[src/rtl/ram_loader_pkg.sv]
// Shared FSM encodings and depth helper for the run-time loaded lookup RAM.
package ram_loader_pkg;

   localparam logic [1:0] S_IDLE = 2'd0;
   localparam logic [1:0] S_LOAD = 2'd1;
   localparam logic [1:0] S_DONE = 2'd2;

   function automatic int unsigned depth_of(input int unsigned n);
      return 32'd1 << n;
   endfunction

endpackage

[src/rtl/ram_core.sv]
// 2^N x M storage: write on the clock edge when we is high; read is combinational.
// The array is deliberately not reset, so a reset mid-load keeps the words already written.
module ram_core #(
   parameter int N = 3,
   parameter int M = 16
) (
   input  logic         clk,
   input  logic         we,
   input  logic [N-1:0] waddr,
   input  logic [M-1:0] wdata,
   input  logic [N-1:0] raddr,
   output logic [M-1:0] rdata
);

   logic [M-1:0] mem [2**N];

   always_ff @(posedge clk) begin
      if (we) begin
         mem[waddr] <= wdata;
      end
   end

   // No write-to-read bypass: a same-address read shows the new word only after the edge.
   assign rdata = mem[raddr];

endmodule

[src/rtl/ram_loader.sv]
// Streams valid/ready words into ram_core at addresses 0,1,2,... and exposes a combinational read port.
// The first word can be accepted 1 cycle after start, and done pulses 1 cycle after the final word is written.
// wr_ready is high for the whole of LOAD, so the source sets the pace; nothing is accepted outside LOAD.
module ram_loader
   import ram_loader_pkg::*;
#(
   parameter int N = 3,
   parameter int M = 16
) (
   input  logic         clk,
   input  logic         rst_n,
   input  logic         start,
   input  logic         wr_valid,
   input  logic [M-1:0] wr_data,
   input  logic         wr_last,
   output logic         wr_ready,
   output logic         busy,
   output logic         done,
   output logic [N:0]   wr_count,
   input  logic [N-1:0] rd_addr,
   output logic [M-1:0] rd_data
);

   localparam int         DEPTH    = int'(depth_of(N));
   localparam logic [N:0] CNT_LAST = (N+1)'(DEPTH - 1);

   logic [1:0]   state_q, state_d;
   logic [N-1:0] ptr_q, ptr_d;
   logic [N:0]   cnt_q, cnt_d;
   logic         xfer;

   assign xfer = wr_valid && (state_q == S_LOAD);

   always_ff @(posedge clk or negedge rst_n) begin
      if (!rst_n) begin
         state_q <= S_IDLE;
      end else begin
         state_q <= state_d;
      end
   end

   always_comb begin
      state_d = state_q;
      case (state_q)
         S_IDLE:  if (start) state_d = S_LOAD;
         // The DEPTH-th word ends the session even if the source never raises wr_last.
         S_LOAD:  if (xfer && (wr_last || cnt_q == CNT_LAST)) state_d = S_DONE;
         S_DONE:  state_d = S_IDLE;
         default: state_d = S_IDLE;
      endcase
   end

   always_comb begin
      wr_ready = (state_q == S_LOAD);
      busy     = (state_q == S_LOAD);
      done     = (state_q == S_DONE);
   end

   always_comb begin
      ptr_d = ptr_q;
      cnt_d = cnt_q;
      if (state_q == S_IDLE && start) begin
         ptr_d = '0;
         cnt_d = '0;
      end else if (xfer) begin
         ptr_d = ptr_q + 1'b1;
         cnt_d = cnt_q + 1'b1;
      end
   end

   always_ff @(posedge clk or negedge rst_n) begin
      if (!rst_n) begin
         ptr_q <= '0;
         cnt_q <= '0;
      end else begin
         ptr_q <= ptr_d;
         cnt_q <= cnt_d;
      end
   end

   assign wr_count = cnt_q;

   ram_core #(.N(N), .M(M)) u_core (
      .clk   (clk),
      .we    (xfer),
      .waddr (ptr_q),
      .wdata (wr_data),
      .raddr (rd_addr),
      .rdata (rd_data)
   );

endmodule

[config.mk]
export PLATFORM = sky130hd
export DESIGN_NAME = ram_loader
export DESIGN_NICKNAME = d
export VERILOG_FILES = /design/src/rtl/ram_loader_pkg.sv /design/src/rtl/ram_core.sv /design/src/rtl/ram_loader.sv
export SDC_FILE = /design/constraint.sdc
export NUM_CORES = 1
export LEC_CHECK = 0
export ABC_AREA = 1
export CORE_MARGIN = 4
export CORE_UTILIZATION = 43
export CTS_CLUSTER_SIZE = 16
export DETAILED_ROUTE_END_ITERATION = 10
export SKIP_LAST_GASP = 1
export SYNTH_ARGS = -nofsm -noshare
export SYNTH_HDL_FRONTEND = slang
export SYNTH_SLANG_ARGS = --single-unit
[constraint.sdc]
create_clock -name clk -period 3.83 [get_ports clk]
set_input_delay 0.766 -clock clk [delete_from_list [all_inputs] [get_ports clk]]
set_output_delay 0.766 -clock clk [all_outputs]
set_load 0.01 [all_outputs]
# Word-level counts from Yosys, hierarchy flattened
# Memory sizes are Yosys's and may differ from the RTL's.
# Index checks and enable logic that the tools add are counted.
[totals] out_inout_bits=23 rom_bits=0 inputBits=24 ramBits=128 elab_cells=27 memories=1 register_bits=9 latch_bits=0
[op_classes] n_div=0 mul=0 eq_ne=5 n_bitwise=0 n_reduce_logical=7 shifts=0 n_mux=9 magnitude_cmp=0 n_addsub=2
[mem_list] name="u_core.mem" depth=8 width=16 read_ports=1 rd_clocked_by_memory_dff=0 wr=1 line="ram_core.sv:15" text="logic [M-1:0] mem [2**N];"
[op_table] cell="2-to-1 mux 4 bit" n=2
[op_table] cell="2-to-1 mux 3 bit" n=2
[op_table] cell="adder 4 x 1 -> 4 bit, second input constant" n=1
[op_table] cell="== test 4 x 3 -> 1 bit, second input constant" n=1
[op_table] cell="2-to-1 mux 2 bit" n=2
[op_table] cell="case mux 2 bit (2 select lines)" n=1
[op_table] cell="adder 3 x 1 -> 3 bit, second input constant" n=1
[op_table] cell="logical AND 1 bit" n=3
[op_table] cell="== test 2 x 1 -> 1 bit, second input constant" n=1
[op_table] cell="== test 2 bit, second input constant" n=1
[op_table] cell="zero test 2 bit" n=1
[op_table] cell="2-to-1 mux 1 bit" n=2
[op_table] cell="inequality test 2 x 1 -> 1 bit, second input constant" n=1
[op_table] cell="inequality test 2 bit, second input constant" n=1
[op_table] cell="AND reduction 2 bit" n=1
[op_table] cell="nonzero test 2 bit" n=1
[op_table] cell="logical OR 1 bit" n=1

# Logic depth before layout (Yosys ltp)
[depth] depth_word=5 mapped_depth=7 mapped_depth_nobuf=6

# Hierarchy
# From an unflattened synthesis, not the netlist that was laid out.
[unflattened] hier_cells=623 area_unflattened_um2=6124.6
[by_module_without_submodules] module="ram_core" area_each_um2=5669.2 n_inst=1 seq_area_each_um2=3843.7 cells_each=571
[by_module_without_submodules] module="ram_loader" area_each_um2=455.4 n_inst=1 seq_area_each_um2=225.2 cells_each=52

# Least setup slack after synthesis
# No wires, ideal clock.
[synth_timing] path_type="input -> register" startpoint="input port wr_valid" endpoint="memory u_core.mem[0][0], enable pin" path_slack_ns=1.576 arrival_ns=1.865 path_buffers=0 setup_ns=0.388 required_ns=3.442 cell_stages=4 cell_sequence="nand3_1 -> inv_1 -> nand2_1 -> nor2_1"
[synth_between] elab_chain_len=3
[synth_rtl] element="start, declared" line="ram_loader.sv:13" text="input logic wr_valid,"
[synth_rtl] element="logical AND 1 bit" line="ram_loader.sv:32" text="assign xfer = wr_valid && (state_q == S_LOAD);"
[synth_rtl] element="2-to-1 mux 1 bit" line="ram_core.sv:18" text="if (we) begin"
[synth_rtl] element="2-to-1 mux 1 bit (implied by the code)" line="ram_core.sv:19" text="mem[waddr] <= wdata;"
[synth_rtl] element="end, declared" line="ram_core.sv:15"
# Every way passes these cells.

# Worst setup path in the final report
[layout_timing] startpoint="input port rd_addr[1]" endpoint="output port rd_data[3]"
[layout_between] elab_chain_len=1
[layout_rtl] element="start, declared" line="ram_loader.sv:20" text="input logic [N-1:0] rd_addr,"
[layout_rtl] element="memory read (8 x 16 bit)"
[layout_rtl] element="end, declared" line="ram_loader.sv:21" text="output logic [M-1:0] rd_data"
# Every way passes these cells.

==> flow_results.xml <==
<?xml version="1.0" encoding="UTF-8"?>
<metrics>
  <group name="clock_network">
    <metric name="number_of_sinks_handled_by_clock_tree_synthesis" unit="">137</metric>
    <metric name="cts_resized" unit="">0</metric>
    <metric name="maximum_buffer_depth_of_the_clock_tree" unit="">2</metric>
    <metric name="cts_inserted_buffers" unit="">17</metric>
    <metric name="clock_tree.htree_level_count" unit="">4</metric>
    <metric name="clock_latency" unit="ns">0.42</metric>
    <metric name="clk_transition_reported_paths" unit="ns">0.05</metric>
    <metric name="root_buffer" unit="">clkbuf_16</metric>
    <metric name="ctsHoldBuffers" unit="">0</metric>
    <metric name="postCtsSetupRepairBufs" unit="">0</metric>
    <metric name="tritoncts" unit="">yes</metric>
  </group>
  <group name="global_routing">
    <metric name="grt_start_max_net_pins" unit="">65</metric>
    <metric name="global_route_wire_length_before_repair" unit="mm">20.6</metric>
    <metric name="met2_usage" unit="%">28.7</metric>
    <metric name="vias_in_the_first_global_route" unit="">4065</metric>
    <metric name="antenna_found_initial" unit="">0</metric>
    <metric name="grt.met3_usage" unit="%">4.14</metric>
    <metric name="global_route.overflow_total" unit="">0</metric>
    <metric name="busiest_layer" unit="">met2</metric>
    <metric name="grt.total_usage" unit="%">16.9</metric>
    <metric name="use_met1" unit="%">20.4</metric>
  </group>
  <group name="layout">
    <metric name="insertedDiodeCount" unit="">0</metric>
    <metric name="area.growth.synth_to_final" unit="%">20.5</metric>
    <metric name="final_standard_cell_count_with_taps_included_and_fillers_excluded" unit="">872</metric>
    <metric name="num-nets-final" unit="">705</metric>
    <metric name="final_layout_size_suffix_gt1_share" unit="%">6.21</metric>
  </group>
  <group name="die">
    <metric name="initial_utilization" unit="%">43.9</metric>
    <metric name="io_pins" unit="">47</metric>
    <metric name="core_region_area" unit="um^2">13900</metric>
    <metric name="fp-row-count" unit="">43</metric>
    <metric name="die_area" unit="um^2">16100</metric>
    <metric name="dieWidth" unit="um">127</metric>
    <metric name="die_height" unit="um">127</metric>
  </group>
  <group name="power_and_ir_drop">
    <metric name="powerDensity" unit="nW/um^2">537</metric>
    <metric name="peakVddDrop" unit="V">0.000322</metric>
    <metric name="leakagePower" unit="nW">3.38</metric>
    <metric name="design_power_total" unit="mW">3.94</metric>
  </group>
  <group name="status">
    <metric name="outcome" unit="">completed</metric>
  </group>
  <group name="synth">
    <metric name="synthDominantCellAreaShare" unit="%">63.1</metric>
    <metric name="post_synthesis_cells" unit="">621</metric>
    <metric name="netlist_top_cells_area" unit="">edfxtp_1, nand2_1, inv_1, nand3_1, dfrtp_1</metric>
    <metric name="syn_avg_cell_area" unit="um^2">9.82</metric>
    <metric name="synth_seq_area_share" unit="%">66.7</metric>
    <metric name="synthMostInstantiatedCell" unit="">nand2_1</metric>
    <metric name="ys.flop_type" unit="">edfxtp_1</metric>
    <metric name="synthesis.yosys.warnings" unit="">0</metric>
    <metric name="cell_taking_the_most_area_after_synthesis" unit="">edfxtp_1</metric>
    <metric name="mappedNetlistArea" unit="um^2">6100</metric>
    <metric name="synth_register_bits" unit="">137</metric>
    <metric name="netlist-cell-type-count" unit="">14</metric>
    <metric name="synth_top_cells_by_count" unit="">nand2_1, inv_1, edfxtp_1</metric>
    <metric name="synth_enable_flop_cells" unit="">128</metric>
    <metric name="postSynthNetCount" unit="">647</metric>
    <metric name="synth-async-reset-ratio" unit="%">6.57</metric>
  </group>
  <group name="route">
    <metric name="drc_errors" unit="">0</metric>
    <metric name="detail_route.iter0.violations" unit="">329</metric>
    <metric name="total_routed_length" unit="mm">12.5</metric>
    <metric name="avgViaCountPerCell" unit="">4.62</metric>
    <metric name="dr.pass1.iters" unit="">6</metric>
    <metric name="antenna_viol_nets_final" unit="">0</metric>
    <metric name="detail_route.wl_per_cell" unit="um">14.3</metric>
    <metric name="via_count" unit="">4026</metric>
  </group>
  <group name="setup_path">
    <metric name="crit_path_end_kind" unit="">output port</metric>
    <metric name="timing.critical_path.mode_cell" unit="">nand2_1</metric>
    <metric name="crit_path_arrival_time" unit="ns">2.52</metric>
    <metric name="worst-setup-path-type" unit="">input pin to output port</metric>
    <metric name="cp.required" unit="ns">3.06</metric>
    <metric name="crit_path_start" unit="">rd_addr[1]</metric>
    <metric name="element_type_at_the_critical_path_start" unit="">input pin</metric>
    <metric name="crit_slowest_cell" unit="">clkdlybuf4s50_1</metric>
    <metric name="worstPathCellList" unit="">clkdlybuf4s50_1 -&gt; buf_4 -&gt; nand3_1 -&gt; nand2_1 -&gt; nand2_1 -&gt; nand2_1 -&gt; clkdlybuf4s50_1</metric>
    <metric name="cpLargestDelayFamily" unit="">buffers and inverters</metric>
    <metric name="timing.critical_path.fanout_max" unit="">32</metric>
    <metric name="critPathBufInv" unit="">3</metric>
    <metric name="r2r_start" unit="">state_q[1]</metric>
    <metric name="critPathMaxStageDelay" unit="ns">0.54</metric>
  </group>
  <group name="sta">
    <metric name="worst_pin_slew" unit="ns">0.577</metric>
    <metric name="timing.setup.tns" unit="ns">0</metric>
    <metric name="fin_ws" unit="ns">0.545</metric>
    <metric name="finalSetupViolations" unit="">0</metric>
    <metric name="timing.final.crit_period" unit="ns">3.29</metric>
    <metric name="report.final.hold_viol_count" unit="">0</metric>
    <metric name="fin_crit_sh" unit="%">85.8</metric>
    <metric name="finClkSkew" unit="ns">0.00366</metric>
    <metric name="unrepaired_setup_endpoints_after_global_routing" unit="">no</metric>
    <metric name="max_clock_freq" unit="MHz">304</metric>
    <metric name="timing_max_transition_violations_final" unit="">0</metric>
    <metric name="max_slew_margin" unit="%">61.4</metric>
  </group>
  <group name="min_path">
    <metric name="hp-class" unit="">flop to flop</metric>
    <metric name="hold_start" unit="">state_q[1]</metric>
  </group>
  <group name="job">
    <metric name="drv_cap" unit="">0</metric>
  </group>
  <group name="placement">
    <metric name="placement.io_buffers" unit="">46</metric>
    <metric name="placement.setup.worst_slack" unit="ns">0.542</metric>
    <metric name="placed_cells_incl_taps" unit="">840</metric>
    <metric name="dpl.hpwl" unit="mm">7.38</metric>
    <metric name="place.gp.congestion" unit="">0.746</metric>
  </group>
</metrics>
==> worst paths after layout <==
kind / cells past startpoint / slack, ns / end
worst max-delay path: 7 / 0.54 / rd_data[3]
worst min-delay path: 3 / 0.55 / state_q[0]
worst max register to register: 6 / 1.88 / u_core.mem[6][10]
worst min register to register: 3 / 0.55 / state_q[0]
max in group asynchronous: 1 / 2.87 / ptr_q[1]
min in group asynchronous: 1 / 0.66 / wr_count[3]
==> through the flow <==
step | cell area [um^2] | util, % | hold slack (ns)
finish | 7340 | 52.9 | 0.546
global route | 7340 | 52.9 | 0.589
CTS | 7340 | 52.9 | 0.554
detailed placement | 6780 | 48.8 | 0.542
global placement | 6780 | 48.8 | 0.516
floorplan | 6100 | - | 0.470
==> layout make-up <==
class / count / area, um^2
multi-input combinational: 319 / 1320
clock buffer: 18 / 429
timing repair buffer: 63 / 633
tap: 180 / 225
fill: 1246 / 6540
inverter: 141 / 529
clock inverter: 14 / 136
sequential: 137 / 4070
==> where the power goes <==
| group | internal, mW | switching (mW) |
|---|---|---|
| Sequential | 1.78 | 0.0537 |
| Combinational | 0.208 | 0.329 |
| Clock | 1.00 | 0.566 |
| Total | 2.99 | 0.948 |
==> kinds of logic (layout without fill, tap and decap cells) <==
| kind of cell | after synthesis | count (layout) | synth area share (%) |
|---|---|---|---|
| adder cells (fa/ha/maj) | 2 | 2 | 0.410 |
| AND/OR/NAND/NOR | 311 | 311 | 20.6 |
| XOR/XNOR | 2 | 2 | 0.287 |
| flip-flops | 137 | 137 | 66.7 |
| buffers and inverters | 165 | 236 | 11.6 |
| AO/OA/AOI/OAI | 4 | 4 | 0.328 |
==> routing by layer <==
| layer | routed length [um] | up-vias | share of wire (%) |
|---|---|---|---|
| met5 | 0 | - | 0 |
| met4 | 225 | 0 | 1.8 |
| met3 | 515 | 16 | 4.1 |
| met2 | 6280 | 72 | 50 |
| met1 | 5490 | 1901 | 44 |
| li1 | - | 2037 | - |
==> flip-flops by register name, summed over array words and instances, names as in the netlist <==
signal / cells
wr_count: 4
ptr_q: 3
u_core.mem: 128
state_q: 2
==> worst reg2reg max path: stages (launching register included) <==
cell and delay (ns):
dfrtp_1 0.37, inv_1 0.09, nand3_1 0.11, inv_1 0.20, nand2_1 0.16, nor2_1 0.48, buf_12 0.24
==> placed cells by master, fill, tap and decap left out, types with 7 or more instances in the layout <==
cell	instances
nand2_1	227
inv_1	140
edfxtp_1	128
nand3_1	70
clkdlybuf4s50_1	45
clkbuf_16	17
nor2_1	13
buf_4	13
dfrtp_1	9
clkinv_1	7
Power figures use the tool's default switching activity.
